File: src/rtl/riscv_pkg.sv
// Shared types for the unified memory port arbiter: FSM state encoding and grant selectors.
// Pure declarations; no timing or flow-control behaviour lives here.
// Default datapath width matches the 32-bit core.
package riscv_pkg;

    localparam int XLEN = 32;

    typedef enum logic [1:0] {
        IDLE     = 2'd0,
        SERVE_IF = 2'd1,
        SERVE_DM = 2'd2
    } arb_state_t;

    localparam logic GRANT_IF = 1'b0;
    localparam logic GRANT_DM = 1'b1;

endpackage

File: src/rtl/arb_fairness_counter.sv
// Saturating count of data grants taken while fetch was waiting; at_max forces a fetch grant.
// Latency: count updates one cycle after inc/clr; at_max is a decode of the registered count.
// No backpressure; clr wins over inc.
module arb_fairness_counter #(
    parameter int STARVE_MAX = 4
) (
    input  logic clk,
    input  logic rst,
    input  logic inc,
    input  logic clr,
    output logic at_max
);

    localparam int CW = 4;

    logic [CW-1:0] cnt_q;
    logic [CW-1:0] cnt_d;

    always_comb begin
        cnt_d = cnt_q;
        if (clr) begin
            cnt_d = '0;
        end else if (inc && (cnt_q != CW'(STARVE_MAX))) begin
            cnt_d = cnt_q + 1'b1;
        end
    end

    always_ff @(posedge clk) begin
        if (rst) begin
            cnt_q <= '0;
        end else begin
            cnt_q <= cnt_d;
        end
    end

    assign at_max = (cnt_q == CW'(STARVE_MAX));

endmodule

File: src/rtl/mem_port_arbiter.sv
// Arbitrates the single unified memory port between fetch reads and load/store accesses.
// Latency: request in IDLE -> mem_en next cycle; mem_ready -> done pulse next cycle (min 2 cycles).
// Backpressure: requesters hold req+payload until their done pulse; port held stable until mem_ready.
module mem_port_arbiter
    import riscv_pkg::*;
#(
    parameter int ADDR_W     = XLEN,
    parameter int DATA_W     = XLEN,
    parameter int STARVE_MAX = 4
) (
    input  logic                clk,
    input  logic                rst,
    input  logic                if_req,
    input  logic [ADDR_W-1:0]   if_addr,
    output logic [DATA_W-1:0]   if_rdata,
    output logic                if_valid,
    input  logic                dm_req,
    input  logic                dm_we,
    input  logic [ADDR_W-1:0]   dm_addr,
    input  logic [DATA_W-1:0]   dm_wdata,
    input  logic [DATA_W/8-1:0] dm_be,
    output logic [DATA_W-1:0]   dm_rdata,
    output logic                dm_done,
    output logic                mem_en,
    output logic                mem_we,
    output logic [ADDR_W-1:0]   mem_addr,
    output logic [DATA_W-1:0]   mem_wdata,
    output logic [DATA_W/8-1:0] mem_be,
    input  logic [DATA_W-1:0]   mem_rdata,
    input  logic                mem_ready,
    output logic                busy
);

    localparam int BE_W = DATA_W / 8;

    arb_state_t        state_q, state_d;
    logic              mem_en_q, mem_en_d;
    logic              mem_we_q, mem_we_d;
    logic [ADDR_W-1:0] mem_addr_q, mem_addr_d;
    logic [DATA_W-1:0] mem_wdata_q, mem_wdata_d;
    logic [BE_W-1:0]   mem_be_q, mem_be_d;
    logic              if_valid_q, if_valid_d;
    logic [DATA_W-1:0] if_rdata_q, if_rdata_d;
    logic              dm_done_q, dm_done_d;
    logic [DATA_W-1:0] dm_rdata_q, dm_rdata_d;
    logic              busy_q, busy_d;

    logic if_elig;
    logic dm_elig;
    logic grant_vld;
    logic grant_sel;
    logic cnt_inc;
    logic cnt_clr;
    logic at_max;

    // A requester whose completion pulse is showing is still holding req; don't re-grant it.
    always_comb begin
        if_elig   = if_req && !if_valid_q;
        dm_elig   = dm_req && !dm_done_q;
        grant_vld = (state_q == IDLE) && (if_elig || dm_elig);
        grant_sel = (if_elig && (!dm_elig || at_max)) ? GRANT_IF : GRANT_DM;
        cnt_clr   = grant_vld && (grant_sel == GRANT_IF);
        cnt_inc   = grant_vld && (grant_sel == GRANT_DM) && if_elig;
    end

    arb_fairness_counter #(
        .STARVE_MAX (STARVE_MAX)
    ) u_fairness (
        .clk    (clk),
        .rst    (rst),
        .inc    (cnt_inc),
        .clr    (cnt_clr),
        .at_max (at_max)
    );

    always_comb begin
        state_d     = state_q;
        mem_en_d    = mem_en_q;
        mem_we_d    = mem_we_q;
        mem_addr_d  = mem_addr_q;
        mem_wdata_d = mem_wdata_q;
        mem_be_d    = mem_be_q;
        if_valid_d  = 1'b0;
        if_rdata_d  = if_rdata_q;
        dm_done_d   = 1'b0;
        dm_rdata_d  = dm_rdata_q;

        case (state_q)
            IDLE: begin
                if (grant_vld) begin
                    mem_en_d = 1'b1;
                    if (grant_sel == GRANT_IF) begin
                        state_d     = SERVE_IF;
                        mem_we_d    = 1'b0;
                        mem_addr_d  = if_addr;
                        mem_wdata_d = '0;
                        mem_be_d    = '1;
                    end else begin
                        state_d     = SERVE_DM;
                        mem_we_d    = dm_we;
                        mem_addr_d  = dm_addr;
                        mem_wdata_d = dm_wdata;
                        mem_be_d    = dm_be;
                    end
                end
            end
            SERVE_IF: begin
                if (mem_ready && mem_en_q) begin
                    state_d    = IDLE;
                    mem_en_d   = 1'b0;
                    mem_we_d   = 1'b0;
                    if_valid_d = 1'b1;
                    if_rdata_d = mem_rdata;
                end
            end
            SERVE_DM: begin
                if (mem_ready && mem_en_q) begin
                    state_d    = IDLE;
                    mem_en_d   = 1'b0;
                    mem_we_d   = 1'b0;
                    dm_done_d  = 1'b1;
                    dm_rdata_d = mem_we_q ? '0 : mem_rdata;
                end
            end
            default: begin
                state_d  = IDLE;
                mem_en_d = 1'b0;
                mem_we_d = 1'b0;
            end
        endcase

        busy_d = (state_d != IDLE);
    end

    always_ff @(posedge clk) begin
        if (rst) begin
            state_q     <= IDLE;
            mem_en_q    <= 1'b0;
            mem_we_q    <= 1'b0;
            mem_addr_q  <= '0;
            mem_wdata_q <= '0;
            mem_be_q    <= '0;
            if_valid_q  <= 1'b0;
            if_rdata_q  <= '0;
            dm_done_q   <= 1'b0;
            dm_rdata_q  <= '0;
            busy_q      <= 1'b0;
        end else begin
            state_q     <= state_d;
            mem_en_q    <= mem_en_d;
            mem_we_q    <= mem_we_d;
            mem_addr_q  <= mem_addr_d;
            mem_wdata_q <= mem_wdata_d;
            mem_be_q    <= mem_be_d;
            if_valid_q  <= if_valid_d;
            if_rdata_q  <= if_rdata_d;
            dm_done_q   <= dm_done_d;
            dm_rdata_q  <= dm_rdata_d;
            busy_q      <= busy_d;
        end
    end

    assign mem_en    = mem_en_q;
    assign mem_we    = mem_we_q;
    assign mem_addr  = mem_addr_q;
    assign mem_wdata = mem_wdata_q;
    assign mem_be    = mem_be_q;
    assign if_valid  = if_valid_q;
    assign if_rdata  = if_rdata_q;
    assign dm_done   = dm_done_q;
    assign dm_rdata  = dm_rdata_q;
    assign busy      = busy_q;

endmodule

File: config.mk
export PLATFORM = sky130hd
export DESIGN_NAME = mem_port_arbiter
export DESIGN_NICKNAME = d
export VERILOG_FILES = /design/src/rtl/riscv_pkg.sv /design/src/rtl/arb_fairness_counter.sv /design/src/rtl/mem_port_arbiter.sv
export SDC_FILE = /design/constraint.sdc
export NUM_CORES = 1
export LEC_CHECK = 0
export ABC_AREA = 1
export CAP_MARGIN = 10
export CELL_PAD_IN_SITES_DETAIL_PLACEMENT = 1
export CELL_PAD_IN_SITES_GLOBAL_PLACEMENT = 1
export CORE_ASPECT_RATIO = 2
export CORE_UTILIZATION = 25
export CTS_CLUSTER_DIAMETER = 120
export DETAILED_ROUTE_END_ITERATION = 8
export GPL_ROUTABILITY_DRIVEN = 0
export PLACE_DENSITY_LB_ADDON = 0.1
export REMOVE_ABC_BUFFERS = 1
export SLEW_MARGIN = 20
export SYNTH_ARGS = -nofsm -noshare
export SYNTH_HDL_FRONTEND = slang
export SYNTH_SLANG_ARGS = --single-unit
File: constraint.sdc
create_clock -name clk -period 1.4 [get_ports clk]
set_input_delay 0.28 -clock clk [delete_from_list [all_inputs] [get_ports clk]]
set_output_delay 0.28 -clock clk [all_outputs]
set_load 0.01 [all_outputs]
==> results of run 1 <==
## through the flow
stage	setup slack (ps)	std cells
after global routing	-168	1388
after CTS	-47.1	1360
after detailed placement	-392	1319
after floorplan	-1070	721
final	-64.3	1388
after global placement	-384	1319
## metal layers
metal | GRT usage [%] | vias to the layer above | routed length (um)
met1 | 20.2 | 3220 | 9450
met2 | 39.0 | 197 | 15300
met5 | 0 | - | 13
met4 | 8.27 | 2 | 508
li1 | - | 3198 | -
met3 | 6.32 | 31 | 1700
## Yosys cell counts
cell	count
sky130_fd_sc_hd__ha_1	6
sky130_fd_sc_hd__nor2_4	1
sky130_fd_sc_hd__clkbuf_1	22
sky130_fd_sc_hd__buf_4	3
sky130_fd_sc_hd__nand3_1	164
sky130_fd_sc_hd__xor2_1	1
sky130_fd_sc_hd__nand2_2	5
sky130_fd_sc_hd__dfxtp_1	143
sky130_fd_sc_hd__inv_1	55
sky130_fd_sc_hd__inv_2	4
sky130_fd_sc_hd__buf_2	19
sky130_fd_sc_hd__a21oi_1	102
sky130_fd_sc_hd__nor2_1	17
sky130_fd_sc_hd__buf_1	6
sky130_fd_sc_hd__nor2_2	1
sky130_fd_sc_hd__nand2_1	184
sky130_fd_sc_hd__buf_6	11
sky130_fd_sc_hd__o21ai_0	38
## sequential cells by signal, indices dropped and copies added, names as in the netlist, 2 cells and up
signal and flops:
if_rdata 32, mem_be 4, dm_rdata 32, state_q 2
mem_wdata 32, mem_addr 32, u_fairness.cnt_q 4
## area by class of cell
class                           instances  area (sq um)  share of cell area, %
Multi-Input combinational cell        519          3050                   27.9
Clock buffer                           22           474                   4.33
Sequential cell                       143          2870                   26.2
Timing Repair Buffer                  354          3820                   34.9
Inverter                               59           241                   2.21
Tap cell                              280           350                   3.20
Clock inverter                         10           135                   1.23
Antenna cell                            1          2.50                 0.0229
## worst max path at each step
| stage | from | end | slack [ps] | cells after the start |
|---|---|---|---|---|
| after global routing | u_fairness.cnt_q[0] | mem_wdata[16] | -170 | 9 |
| final | u_fairness.cnt_q[0] | mem_wdata[18] | -60 | 9 |
| after CTS | u_fairness.cnt_q[0] | mem_addr[12] | -50 | 11 |
| after global placement | dm_req | u_fairness.cnt_q[1] | -380 | 9 |
| after floorplan | state_q[0] | busy | -1070 | 9 |
| after detailed placement | dm_req | u_fairness.cnt_q[1] | -390 | 9 |
## what timing repair did
item | CTS | global route
setup buffers | 5 | 14
cloned | 4 | 17
endpoints found under the setup margin | 228 | 145
pin swaps | 5 | 69
resized for setup | 188 | 177
## worst max-delay path: stages (launching register included)
cell and delay, ps:
sky130_fd_sc_hd__dfxtp_2 330, sky130_fd_sc_hd__inv_2 50, sky130_fd_sc_hd__ha_4 160, sky130_fd_sc_hd__nand3_4 100, sky130_fd_sc_hd__nand2_4 70, sky130_fd_sc_hd__nand2_4 90, sky130_fd_sc_hd__buf_12 170, sky130_fd_sc_hd__clkbuf_16 190
sky130_fd_sc_hd__nand3_2 60, sky130_fd_sc_hd__a21oi_1 150
## cells by family after synthesis
| family | synth area share (%) |
|---|---|
| adder cells (fa/ha/maj) | 1.29 |
| XOR/XNOR | 0.150 |
| flip-flops | 49.0 |
| buffers and inverters | 9.73 |
| AND/OR/NAND/NOR | 27.8 |
| AO/OA/AOI/OAI | 12.0 |
## power by group through the flow
| stage | combinational [mW] | sequential [mW] | clock, mW |
|---|---|---|---|
| 2_1_floorplan | 1.49 | 5.03 | 0 |
| 5_1_grt | 6.15 | 4.82 | 5.08 |
| 3_3_place_gp | 4.26 | 4.84 | 0 |
| 6_report | 5.73 | 4.78 | 4.78 |
| 3_5_place_dp | 4.28 | 4.85 | 0 |
| 4_1_cts | 4.31 | 4.76 | 4.92 |
==> impl_summary.txt, run 1 <==
----------------------------------------------------
[Placed design]
  Number of buffer cells added on primary ports ... 274
  Standard cell area after detailed placement ... 0.00911 sq mm
  Post-detail-place hpwl ... 16300 um

[Power]
  Relative contribution of the clock network to total power ... 31.3%
  Overall power of the completed layout ... 15.3 mW
  Pwr/cell area ... about 1400 mW/mm^2
  Sequential Power Share ... 31.2%
  Cell-internal power ... 10.2 mW
  Net switching power ... 5.09 mW
  Leakage power ... 4.84 nW
  Portion of total power attributed to combinational logic ... 37.5%
  Switching power share of the total ... 33.3%
  Maximum ir drop on the vdd rail ... 769 uV

[Setup path]
  Critical Path Start Type ... flip-flop
  Critical path start-end classification ... flip-flop to flip-flop
  Maximum fanout along the worst path ... 7
  Critical path required time ... 1770 ps
  Critical R2R Capture ... mem_wdata[18]
  Capturing element type of the critical path ... flip-flop
  Data arrival time of the critical path ... 1830 ps
  Number of cells on the worst reg-to-reg path ... 9
  Worst-case register-to-register setup slack ... -60 ps
  FF-to-FF Start ... u_fairness.cnt_q[0]

[Final layout]
  Syn-to-layout area delta ... 87.5%
  Most frequent standard cell in the layout excluding fill and tap cells ... sky130_fd_sc_hd__nand2_1
  Count of nets after finishing ... ~1200
  Filler Cell Count ... 2680
  Non-Filler Cell Area, Final ... 0.0109 sq mm
  Highest-count cells in the layout ignoring fill and taps ... sky130_fd_sc_hd__nand2_1 (174), sky130_fd_sc_hd__dfxtp_1 (136), sky130_fd_sc_hd__clkdlybuf4s50_1 (136)
  Layout cells sized above 1 ... 22.5%
  Post-layout utilization of the core ... ~48%

[Detailed routing]
  Routed Antenna Nets ... 0
  Vias after detailed routing ... around 6600
  Routed WL per cell ... 19.4 um
  DRC violations left ... 0
  Iter 0 DRT Violations ... 168
  Via density ... 4.79
  Routed wire length ... 26900 um
  DR pass1 iterations ... 4

[Min path]
  Worst hold path class ... input port to flip-flop
  Worst hold path endpoint ... if_rdata[0]
  Worst Hold Depth ... 3
  Worst min-delay path startpoint ... rst

[CTS]
  H-tree levels ... 4
  Root buf cell ... sky130_fd_sc_hd__clkbuf_16
  Hold buffer count at CTS ... 0
  Clock latency reported for the late side of the worst-skew pair ... 440 ps
  Sink count of the clock tree ... 143
  Total CTS buffers ... 17
  TritonCTS clock tree ... built
  Clk pin slew, worst setup/hold paths ... 60 ps
  Worst-case clock buffer depth ... 2

[Timing]
  Share of the cycle needed by the critical path after routing ... 105%
  Max frequency ... 0.683 GHz
  Minimum setup slack in the final design ... -64.3 ps
  Slew HR ... 80.2%
  Total Neg Setup Slack ... -1280 ps
  Slew at the pin closest to its max-slew limit ... 294 ps
  Clock Skews ... 7.98 ps
  Setup-failing EPs final ... 49
  Crit path time final ... 1460 ps
  Total count of hold-check failures in the final report ... 0
  Hold WS ... about 270 ps
  Max Slew Vio Count ... 0
  Unrepaired setup endpoints after global routing ... true

[Floorplanning]
  Count of pins on the block boundary ... 275
  Floorplan row count ... 78
  Core Region ... 0.0228 sq mm
  Area enclosed by the die boundary ... 0.0240 sq mm
  Starting density of the core ... 25.6%
  Overall die width ... roughly 110 um
  Die span in y ... 218 um

[Synth]
  Cell types occupying the most area after synthesis ... sky130_fd_sc_hd__dfxtp_1 (49%), sky130_fd_sc_hd__nand3_1 (14%), sky130_fd_sc_hd__nand2_1 (12%), sky130_fd_sc_hd__a21oi_1 (8.7%), sky130_fd_sc_hd__inv_1 (3.5%)
  YS warnings ... 0
  Syn Area/Cell ... between 7 and 8 sq um
  Share of the synthesized area in the top cell type ... 49.0%
  Post-synth design cell area ... 0.00584 sq mm
  Share of the yosys chip area belonging to registers ... 49.0%
  Synthesized flop and latch total ... 143
  Unique cell type count in the Yosys netlist ... 18
  Gate count of the mapped netlist ... about 800
  Most area-hungry cell type in the Yosys netlist ... sky130_fd_sc_hd__dfxtp_1

[Run status]
  Failing checks ... negative setup slack
  Outcome ... finished with violations

[Job]
  Max-cap violation count ... 0

[Global routing]
  Vias in the first global route ... 6693
  Total grt overflow ... 0
  Global-route wire length before repair ... 36900 um
  Pin count of the biggest net entering global routing ... 42
  Global-route usage over all layers ... 20.7%
  Antenna violations before repair ... 2

----------------------------------------------------
(Power assumes the default switching activity.)
==> run 2, diff against run 1 <==
--- a/config.mk
+++ b/config.mk
@@ -11,7 +11,7 @@
 export CELL_PAD_IN_SITES_GLOBAL_PLACEMENT = 1
 export CORE_ASPECT_RATIO = 2
 export CORE_UTILIZATION = 25
-export CTS_CLUSTER_DIAMETER = 120
+export CTS_CLUSTER_DIAMETER = 30
 export DETAILED_ROUTE_END_ITERATION = 8
 export GPL_ROUTABILITY_DRIVEN = 0
 export PLACE_DENSITY_LB_ADDON = 0.1
==> results of run 2 <==
The final DEF is identical to that of run 1; final timing and power are the same.
